$ cat src/rtl/log_readout_ctrl_pkg.sv
// Shared equalizer logging definitions.
// FSM encoding and word geometry for the log readout path.
package log_readout_ctrl_pkg;

   localparam int BYTES_PER_WORD = 4;

   typedef enum logic [2:0] {
      ST_IDLE,
      ST_RD_REQ,
      ST_RD_WAIT,
      ST_LATCH,
      ST_SEND,
      ST_FINISH
   } state_t;

endpackage

$ cat src/rtl/log_readout_ctrl.sv
// Log readout controller: reads the log RAM word by word
// and streams each word MSB byte first to a UART transmitter.
import log_readout_ctrl_pkg::*;

module log_readout_ctrl #(
   parameter int RAM_WIDTH  = 32,
   parameter int ADDR_WIDTH = 15,
   parameter int NUM_WORDS  = 32000,
   parameter int RD_LATENCY = 1
) (
   input  logic                  i_clock,
   input  logic                  i_reset,
   input  logic                  i_start,
   output logic                  o_enbl_write,
   output logic                  o_enbl_read,
   output logic [ADDR_WIDTH-1:0] o_read_adrs,
   input  logic [RAM_WIDTH-1:0]  i_data_for_read,
   output logic [7:0]            o_tx_data,
   output logic                  o_tx_valid,
   input  logic                  i_tx_ready,
   output logic                  o_busy,
   output logic                  o_done
);

   localparam int WAIT_W = $clog2(RD_LATENCY + 1);

   localparam logic [WAIT_W-1:0] WAIT_LAST =
      WAIT_W'(RD_LATENCY - 1);

   localparam logic [ADDR_WIDTH-1:0] LAST_ADRS =
      ADDR_WIDTH'(NUM_WORDS - 1);

   localparam logic [1:0] LAST_BYTE =
      2'(BYTES_PER_WORD - 1);

   state_t                state_q;
   state_t                state_d;
   logic [WAIT_W-1:0]     wait_cnt;
   logic [1:0]            byte_cnt;
   logic [ADDR_WIDTH-1:0] adrs_q;
   logic [RAM_WIDTH-1:0]  shift_q;

   logic byte_xfer;
   logic last_byte;
   logic last_word;
   logic wait_done;

   assign byte_xfer = (state_q == ST_SEND) && i_tx_ready;
   assign last_byte = (byte_cnt == LAST_BYTE);
   assign last_word = (adrs_q == LAST_ADRS);
   assign wait_done = (wait_cnt == WAIT_LAST);

   // State register.
   always_ff @(posedge i_clock) begin
      if (i_reset) begin
         state_q <= ST_IDLE;
      end else begin
         state_q <= state_d;
      end
   end

   // Next-state decode; i_start only matters in IDLE.
   always_comb begin
      state_d = state_q;
      unique case (state_q)
         ST_IDLE: begin
            if (i_start) state_d = ST_RD_REQ;
         end
         ST_RD_REQ: begin
            state_d = ST_RD_WAIT;
         end
         ST_RD_WAIT: begin
            if (wait_done) state_d = ST_LATCH;
         end
         ST_LATCH: begin
            state_d = ST_SEND;
         end
         ST_SEND: begin
            if (byte_xfer && last_byte) begin
               state_d = last_word ? ST_FINISH : ST_RD_REQ;
            end
         end
         ST_FINISH: begin
            state_d = ST_IDLE;
         end
         default: begin
            state_d = ST_IDLE;
         end
      endcase
   end

   // Address, counters and byte shift register.
   always_ff @(posedge i_clock) begin
      if (i_reset) begin
         wait_cnt <= '0;
         byte_cnt <= '0;
         adrs_q   <= '0;
         shift_q  <= '0;
      end else begin
         unique case (state_q)
            ST_RD_REQ: begin
               wait_cnt <= '0;
               byte_cnt <= '0;
            end
            ST_RD_WAIT: begin
               if (!wait_done) begin
                  wait_cnt <= wait_cnt + WAIT_W'(1);
               end
            end
            ST_LATCH: begin
               shift_q <= i_data_for_read;
            end
            ST_SEND: begin
               if (byte_xfer) begin
                  shift_q  <= {shift_q[RAM_WIDTH-9:0], 8'h00};
                  byte_cnt <= byte_cnt + 2'd1;
                  if (last_byte && !last_word) begin
                     adrs_q <= adrs_q + ADDR_WIDTH'(1);
                  end
               end
            end
            ST_FINISH: begin
               adrs_q <= '0;
            end
            default: begin
            end
         endcase
      end
   end

   // Outputs are flops or straight decodes of the state flops.
   assign o_enbl_write = (state_q == ST_IDLE);
   assign o_enbl_read  = (state_q != ST_IDLE);
   assign o_busy       = (state_q != ST_IDLE);
   assign o_tx_valid   = (state_q == ST_SEND);
   assign o_done       = (state_q == ST_FINISH);
   assign o_read_adrs  = adrs_q;
   assign o_tx_data    = shift_q[RAM_WIDTH-1 -: 8];

endmodule

$ cat config.mk
export PLATFORM = sky130hd
export DESIGN_NAME = log_readout_ctrl
export DESIGN_NICKNAME = d
export VERILOG_FILES = /design/src/rtl/log_readout_ctrl_pkg.sv /design/src/rtl/log_readout_ctrl.sv
export SDC_FILE = /design/constraint.sdc
export NUM_CORES = 1
export LEC_CHECK = 0
export ABC_AREA = 0
export CORE_MARGIN = 4
export CORE_UTILIZATION = 52
export CTS_CLUSTER_DIAMETER = 30
export DETAILED_ROUTE_END_ITERATION = 12
export PLACE_DENSITY = 0.9
export SYNTH_ARGS = -nofsm -noshare
export SYNTH_HDL_FRONTEND = slang
export SYNTH_SLANG_ARGS = --single-unit
$ cat constraint.sdc
create_clock -name i_clock -period 4.2 [get_ports i_clock]
set_input_delay 1.26 -clock i_clock [delete_from_list [all_inputs] [get_ports i_clock]]
set_output_delay 1.26 -clock i_clock [all_outputs]
set_load 0.02 [all_outputs]
[After elaboration in Yosys (flattened, before gate mapping)]
Cells that the tools add are included.
Operators by class
  equality and inequality tests: 12
  multiplexer cells: 14
  reduce and logical (&&, ||, !) cells: 14
  add/sub/neg operators: 3
Operators by type and width (count)
  $pmux W32 S2: 1
  $mux W32: 1
  $mux W15: 2
  $pmux W15 S2: 1
  $add A15 B1 Y15 const B: 1
  $eq A15 B15 Y1 const B: 1
  $pmux W3 S5: 1
  $mux W3: 4
  $reduce_bool A2 Y1: 4
  $eq A3 B2 Y1 const B: 2
  $eq A3 B3 Y1 const B: 2
  $ne A2 B1 Y1 const B: 3
  $reduce_and A3 Y1: 2
  $ne A2 B2 Y1 const B: 2
  $pmux W2 S2: 1
  $reduce_and A2 Y1: 2
  $eq A3 B1 Y1 const B: 1
  $logic_and A1 B1 Y1: 3
  $logic_not A3 Y1: 1
  $reduce_bool A3 Y1: 1
  $add A2 B1 Y2 const B: 1
  $eq A2 B2 Y1 const B: 1
  $mux W2: 1
  $pmux W1 S2: 1
  other kinds (3): 3
Word-level totals
  logic and storage cells: 48
  output and inout bits: 28
  bits in registers: 53
  input bits: 36

[Depth between registers and ports, before layout]
Gate-level depths: netlist of run 1.
  word-level depth: 6
  mapped depth: 7
  mapped depth without buffers: 5

[Worst setup path after synthesis of run 1]
No wires, ideal clock.
  path kind: flip-flop to output port
  from: reg state_q[2]
  to: out o_enbl_read
  cell stages (with the launch flop): 5
  slack: 1.436 ns
  data arrival time: 1.504 ns
  path buffers: 2
  required time: 2.940 ns
  cells stage by stage: dfxtp_1 -> buf_2 -> nor3_1 -> inv_1 -> buf_4
Between the ends
  word-level cells in the longest chain between the ends: 1
RTL lines
  start, declared: line log_readout_ctrl.sv:36  | state_t state_q;
  start signal, assigned: line log_readout_ctrl.sv:58  | state_q <= state_d;
  $reduce_bool A3 Y1
  end, declared: line log_readout_ctrl.sv:15  | output logic o_enbl_read,
Every way passes these cells.

[Worst setup path after layout of run 1]
  from: reg state_q[0]
  to: out o_done
Between the ends
  word-level cells in the longest chain between the ends: 1
RTL lines
  $eq A3 B3 Y1: line log_readout_ctrl.sv:136  | assign o_done = (state_q == ST_FINISH);
  end, declared: line log_readout_ctrl.sv:22  | output logic o_done
Every way passes these cells.

==> impl.org, run 1 <==
** STA
- Setup repair after global routing left no endpoint under its margin.
- Setup violations remaining at the end of the flow were counted as 0.
- Clock Skews :: between 6 and 7 ps
- Hold violation total from the final report :: 0
- Worst slew pin tran :: around 1100 ps
- In the final timing run, aggregate negative setup slack is 0 ps.
- Measured against its own limit, the worst slew margin works out to 0.268.
- Max frequency :: about 0.33 GHz
- Final hold slack :: between 500 and 600 ps
- Minimum period implied by the final worst setup slack :: between 3000 and 4000 ps
- Dividing the final minimum period by the clock period gives 0.730.
- Final-report max-slew violation count :: 0

** Power
- Of the total power, combinational logic draws 0.137.
- Switching share of power :: 0.225
- The internal power of the cells totals around 0.83 mW.
- Of the total power, registers draw 0.495.
- The share of total power dissipated in the clock network is 0.368.
- VDD sags by at most 0.000219 V.
- Summed over all nets, the switching power comes to ~0.24 mW.
- Power per cell area :: 335 nW/µm²
- Leakage power summed over all cells :: roughly 1.0 nW

** Global route
- Global-route wire length before repair :: around 9.3 mm
- Antenna violations before repair :: 0
- Total global routing overflow :: 0
- Vias in the first global route :: between 2000 and 2500
- In the global route stage, overall resource usage came out at 0.189.
- Maximum number of pins on one net before global-route repair :: 49

** Routing
- Summing over every cut layer, the via total after detailed routing is roughly 2200.
- For this block, the initial DRC count from the detailed router was between 100 and 150.
- Before antenna repair, the detailed router went through 4 iterations.
- After detailed routing, the number of vias per cell comes to around 5.8.
- After detailed routing, the number of remaining DRC violations is 0.
- Total routed wirelength :: roughly 5.5 mm
- Wire length per cell after detailed routing :: between 10 and 15 µm
- Remaining number of nets flagged by the antenna check after routing :: 0

** Finish
- Post-layout instance area :: 3180 µm²
- After filler insertion, the fill cell instance count of the layout stands at roughly 380.
- Final Net Count :: roughly 360
- Most common cell after layout, fill and taps aside :: clkdlybuf4s50_1
- The multi-input combinational cells in the finished layout cover a total of 1270 µm².
- Share of cells above drive strength 1 :: 0.0469
- The number of antenna diodes in the final layout is 0.
- Sequential cell area in the final layout :: 1040 µm²
- Most frequent cells in the layout :: clkdlybuf4s50_1 (63), dfxtp_1 (52), nor2_1 (36)
- Layout overhead on the synthesized area :: 26.8%

** Floorplanning
- The die is about 77 µm tall.
- The initial utilization of the core area, before any placement, comes to 0.534.
- Placement Rows :: 25
- Pin placement for this block handled between 60 and 70 I/O pins.
- Width of the die :: around 77 µm
- The floorplan step defined a die boundary enclosing approximately 6000 µm².
- Core Region :: 4690 µm²

** CTS
- After clock tree synthesis, the repair step resized 0 gates.
- Later-pin clock latency in the skew report :: about 300 ps
- TritonCTS clock tree :: built
- Number of CTS-inserted buffers :: 5
- Hold buffer count at CTS :: 0
- H-tree depth :: 2
- Number of post-CTS setup repair buffers :: 0
- Clock root buffer :: clkbuf_8
- Counting every sink on the clock net gives 52.
- The longest clock path from root to sink contains 2 buffers.
- Clock-pin slew was measured on the worst setup and hold paths at about 90 ps.

** Yosys
- After synthesis the netlist holds a flip-flop and latch count of 52.
- Counting every net in the synthesized netlist gives ~320.
- Syn_area_per_cell :: slightly above 9 µm²
- The cell area that synthesis handed to floorplanning was ~2500 µm².
- For this run, the register share of the synthesized area comes to 0.415.
- Synth warnings :: 0
- Number of distinct library cell variants in the gate-level netlist after synthesis :: between 40 and 50
- After technology mapping, the gate count stands at 277.

** Critical path
- Worst Path Arrival :: between 1500 and 2000 ps
- Of all nets on the critical path, the largest fanout is 10.
- STA puts the critical path data required time at just under 3000 ps.
- Type of the worst setup path :: reg2out
- Element type at the critical path end :: primary output
- Startpoint type of the worst setup path :: flop

** Outcome
- Result of the run :: finished clean

** Place
- Post-DP HPWL :: around 4.0 mm
- Total of buffers placed on input and output ports :: 63
- Routability-driven placement finished with a final weighted congestion of between 0.7 and 0.8.
- Post-Place Cell Area :: 3050 µm²

** Job
- Max-cap violations in this run came to 0.

** Min path
- Min-Delay Path Class :: reg2reg
## flip-flops by register name, summed over array words and instances (netlist names)
register     cells
shift_q         32
byte_cnt         2
o_read_adrs     15
state_q          3
## Yosys cell counts, drive strengths merged
cell type | n | area, µm²
or2 | 2 | 12.5
ha | 2 | 25.0
a2111oi | 1 | 10.0
o21bai | 1 | 7.51
and3 | 1 | 6.26
nor2 | 36 | 135
or4 | 8 | 60.1
nand2 | 13 | 51.3
a22oi | 8 | 60.1
o31ai | 7 | 52.6
a21o | 1 | 7.51
o21ai | 4 | 20.0
o211a | 1 | 10.0
nand4bb | 1 | 11.3
nand3b | 1 | 7.51
a21oi | 15 | 75.1
nand4b | 1 | 8.76
buf | 20 | 145
nand3 | 3 | 15.0
or3b | 1 | 8.76
nand2b | 3 | 18.8
o41ai | 1 | 8.76
dfxtp | 52 | 1040
nand4 | 5 | 31.3
and4 | 1 | 8.76
or3 | 6 | 37.5
nor3b | 1 | 7.51
and3b | 2 | 17.5
nor4 | 4 | 31.3
inv | 4 | 15.0
xnor2 | 1 | 8.76
mux2i | 28 | 280
and4bb | 1 | 12.5
a211oi | 25 | 188
and2 | 3 | 18.8
clkbuf | 10 | 37.5
nor3 | 3 | 15.0
## path summary, 6_finish.rpt
kind / start / end / slack, ps / cells past startpoint
max: state_q[0] / o_done / 1140 / 2
min reg2reg: o_read_adrs[13] / o_read_adrs[13] / 500 / 2
min: o_read_adrs[13] / o_read_adrs[13] / 500 / 2
max reg2reg: o_read_adrs[7] / o_read_adrs[4] / 2040 / 4
## cells by family after synthesis
group	after synthesis	share of synthesized area
buffers and inverters	34	0.0788
adders and majority gates	2	0.00998
and+or+nand+nor	96	0.206
AOI/OAI and AO/OA	64	0.175
DFF	52	0.415
muxes	28	0.112
xor gates and xnor gates	1	0.00349
## stage by stage
step                      instances  power, mW   util  setup slack (ps)
after floorplan                 277      0.631      -              1440
after global placement          367      0.682  0.650              1140
after detailed placement        367      0.686  0.650              1060
after CTS                       374       1.08  0.678              1130
after global routing            374       1.11  0.678              1040
final                           374       1.07  0.678              1140
## per-layer routing
metal	wire length, µm	vias to the layer above	global-route usage
li1	-	1098	-
met1	2450	1012	0.237
met2	2750	61	0.314
met3	243	11	0.0452
met4	97	0	0.0694
met5	0	-	0
## worst max-delay path: stages, from the launching register on
cell             delay (ps)
dfxtp_1                 530
and3b_1                 330
clkdlybuf4s50_1         640
## power groups by stage
| stage | logic (mW) | clock network (mW) | registers, mW |
|---|---|---|---|
| 2_1_floorplan | 0.0997 | 0 | 0.531 |
| 3_3_place_gp | 0.144 | 0 | 0.538 |
| 3_5_place_dp | 0.146 | 0 | 0.540 |
| 4_1_cts | 0.147 | 0.400 | 0.528 |
| 5_1_grt | 0.160 | 0.420 | 0.532 |
| 6_report | 0.146 | 0.392 | 0.528 |
## layout make-up
cell class                 instances  area share
tap                               54      0.0213
clock buffer                       5      0.0216
clock inverter                     2      0.0189
timing repair buffer              66       0.205
multi-input combinational        191       0.401
sequential                        52       0.327
inverter                           4     0.00472
No activity file was read; power rests on OpenSTA's default activity.
==> run 2: changes to the inputs <==
--- a/config.mk
+++ b/config.mk
@@ -7,10 +7,10 @@
 export LEC_CHECK = 0
 export ABC_AREA = 0
 export CORE_MARGIN = 4
-export CORE_UTILIZATION = 52
+export CORE_UTILIZATION = 49
 export CTS_CLUSTER_DIAMETER = 30
 export DETAILED_ROUTE_END_ITERATION = 12
-export PLACE_DENSITY = 0.9
+export PLACE_DENSITY = 0.86
 export SYNTH_ARGS = -nofsm -noshare
 export SYNTH_HDL_FRONTEND = slang
 export SYNTH_SLANG_ARGS = --single-unit
==> constraint.sdc (replaced) <==
create_clock -name i_clock -period 3.1 [get_ports i_clock]
set_input_delay 0.93 -clock i_clock [delete_from_list [all_inputs] [get_ports i_clock]]
set_output_delay 0.93 -clock i_clock [all_outputs]
set_load 0.02 [all_outputs]
==> run 2 against run 1 <==
- clock power up 3%
- sequential cell count did not move
- global-route usage fell by 1.3 points
- sequential share of layout area barely moved
- clock skew shrank 0.92 ps
- combinational power up 38%
- final cell count up 4.0%
- total power increased by 24%
- worst hold slack gained 1.4 ps
- core utilization down 2.2 points
- largest cell class unchanged
==> impl.org, run 2 (same netlist as run 1, synthesis figures left out) <==
** Global route
- Global-route wire length before repair :: 9.00 mm
- Maximum number of pins on one net before global-route repair :: 49
- The number of global-route vias before repair came to 2008.
- After global routing the overflow that remains totals 0.
- For this run, the total global-route usage over all layers was measured as 0.175.
- The number of antenna violations at the first check in global routing is 0.

** Routing
- In the final routed layout, each cell accounts on average for roughly 14 µm.
- Before antenna repair, the detailed router went through 4 iterations.
- Number of DRC markers after the initial detailed-route iteration :: around 190
- The count of nets left with antenna violations once routing finished came out at 0.
- For this block, the via count after detailed routing is between 2000 and 2500.
- Total routed wirelength :: ~5.6 mm
- In the routed design, unresolved DRC markers number 0.
- Vias per cell :: approximately 5.7

** Critical path
- Cell family contributing the most delay on the critical path :: buffers and inverters
- Crit path cell chain :: nor3b_2, clkdlybuf4s50_1
- Required time at the worst-slack endpoint :: approximately 2200 ps
- Critical Path Fanout Max :: 12
- Element type at the critical path end :: primary output
- Startpoint type of the worst setup path :: flop
- Worst Path Arrival :: between 1500 and 2000 ps
- Crit-path max cell delay :: around 700 ps
- Type of the worst setup path :: reg2out
- Buffers & Inverters on Critical Path :: 1
- Among all stages on the critical path, the largest delay is contributed by clkdlybuf4s50_1.

** Floorplanning
- The initial utilization of the core area, before any placement, comes to 0.517.
- 64 I/O pins were placed.
- Die area :: around 6300 µm²
- Width of the die :: roughly 80 µm
- The die is around 80 µm tall.
- Core Region :: a little under 5000 µm²
- In this run the core area contains 25 standard-cell rows.

** Place
- In this run, placement finished with an instance count of roughly 380.
- OpenSTA, run right after detailed placement, puts the worst setup slack at ~300 ps.
- Detailed placement ended at an HPWL of 3.93 mm.
- Total of buffers placed on input and output ports :: 63
- The congestion estimate from routability-driven global placement came to approximately 0.84.

** Power
- Across the VDD grid, the largest voltage drop is 0.000236 V.
- Leakage power summed over all cells :: between 1 and 1.5 nW
- Pwr Total :: about 1.3 mW
- Power per cell area :: 415 nW/µm²

** STA
- Setup repair after global routing left no endpoint under its margin.
- Setup violations remaining at the end of the flow were counted as 0.
- Worst slew pin tran :: 561 ps
- Static timing analysis puts the maximum clock frequency at 0.359 GHz.
- Final period utilization :: 0.898
- Crit path setup slack, layout :: 316 ps
- Final-report max-slew violation count :: 0
- Minimum period implied by the final worst setup slack :: roughly 2800 ps
- In this run the tightest slew margin relative to its limit is 0.625.
- Clock skew on the completed layout was measured at around 5.8 ps.
- Setup TNS Final :: 0 ps
- The number of hold violations in the final report is 0.

** Finish
- The sequential cells in the finished layout cover a total of ~1000 µm².
- The register with the most flip-flops in the layout has 32 of them.
- Of the cells placed in the final design, the portion with a size suffix greater than 1 is 0.0528.
- Filler-free cell count of the finished design :: 389
- shift_q holds more flip-flops than any other register.
- Layout overhead on the synthesized area :: 26.7%
- Area taken by multi-input logic gates :: roughly 1300 µm²
- The number of antenna diodes in the final layout is 0.
- The final layout contains ~360 nets.
- Fill cells in the final layout number 407.
- Most frequent cells in the layout :: clkdlybuf4s50_1 (63), dfxtp_1 (52), nor2_1 (36)
- Most common cell after layout, fill and taps aside :: clkdlybuf4s50_1

** CTS
- Post-CTS clock slew at the launch and capture registers of the worst setup and hold paths :: 100 ps
- Clock tree buffer depth :: 2
- In this run, post-CTS hold repair placed 0 buffers.
- Post-cts sizing count :: 0
- TritonCTS built the clock tree.
- In this run, CTS created clock tree buffers numbering 5.
- The H-tree generated during clock tree synthesis spans 2 levels.
- For this design, the sink count on the clock tree is 52.
- Number of post-CTS setup repair buffers :: 0
- Later-pin clock latency in the skew report :: ~310 ps
- The root buffer cell chosen for the clock tree is clkbuf_8.

** Min path
- The worst hold path belongs to the class reg2reg.

** Outcome
- The run finished with clean final reports.

** Job
- Max-cap violations in this run came to 0.
## run 2: cell count changes in the layout (fill, tap and decap cells not counted)
| cell | before | now |
|---|---|---|
| clkinv_4 | 0 | 1 |
| buf_12 | 0 | 1 |
| bufinv_16 | 2 | 0 |
| clkinv_2 | 0 | 1 |
| inv_6 | 0 | 1 |
## run 2: worst min-delay path, stage by stage (launching register included)
cell	delay (ps)
dfxtp_1	320
nor2_1	90
a211oi_1	50
## run 2: power by group
part / switching [mW] / total, mW / leakage [nW] / internal (mW)
combinational: 0.0923 / 0.202 / 0.533 / 0.110
sequential: 0.0213 / 0.715 / 0.420 / 0.694
clock: 0.240 / 0.402 / 0.0485 / 0.162
## run 2: layout make-up
cell class | count | share of cell area
tap | 67 | 0.0264
inverter | 4 | 0.00472
multi-input combinational | 191 | 0.401
sequential | 52 | 0.328
clock buffer | 5 | 0.0217
clock inverter | 3 | 0.00709
timing repair buffer | 67 | 0.212
## run 2: path summary, 6_finish.rpt
check	startpoint	end	slack, ps	cells past startpoint
worst min register to register	shift_q[26]	shift_q[26]	500	2
worst max-delay path	state_q[2]	o_tx_valid	320	2
worst min-delay path	shift_q[26]	shift_q[26]	500	2
worst max register to register	state_q[2]	o_read_adrs[10]	1170	4
## run 2: metrics by stage
step / instance area [µm²] / hold WS [ps] / util
6_report: 3180 / 503 / 0.655
5_1_grt: 3180 / 516 / 0.655
4_1_cts: 3180 / 507 / 0.655
3_5_place_dp: 3090 / 493 / 0.637
3_3_place_gp: 3090 / 478 / 0.637
2_1_floorplan: 2510 / 465 / -
## run 2: layer usage
layer  vias up  track usage  part of all wire
met2        61        0.289              0.47
met3         8       0.0350             0.045
met4         0       0.0653             0.016
met1      1030        0.226              0.47
li1       1099            -                 -
met5         -            0                 0
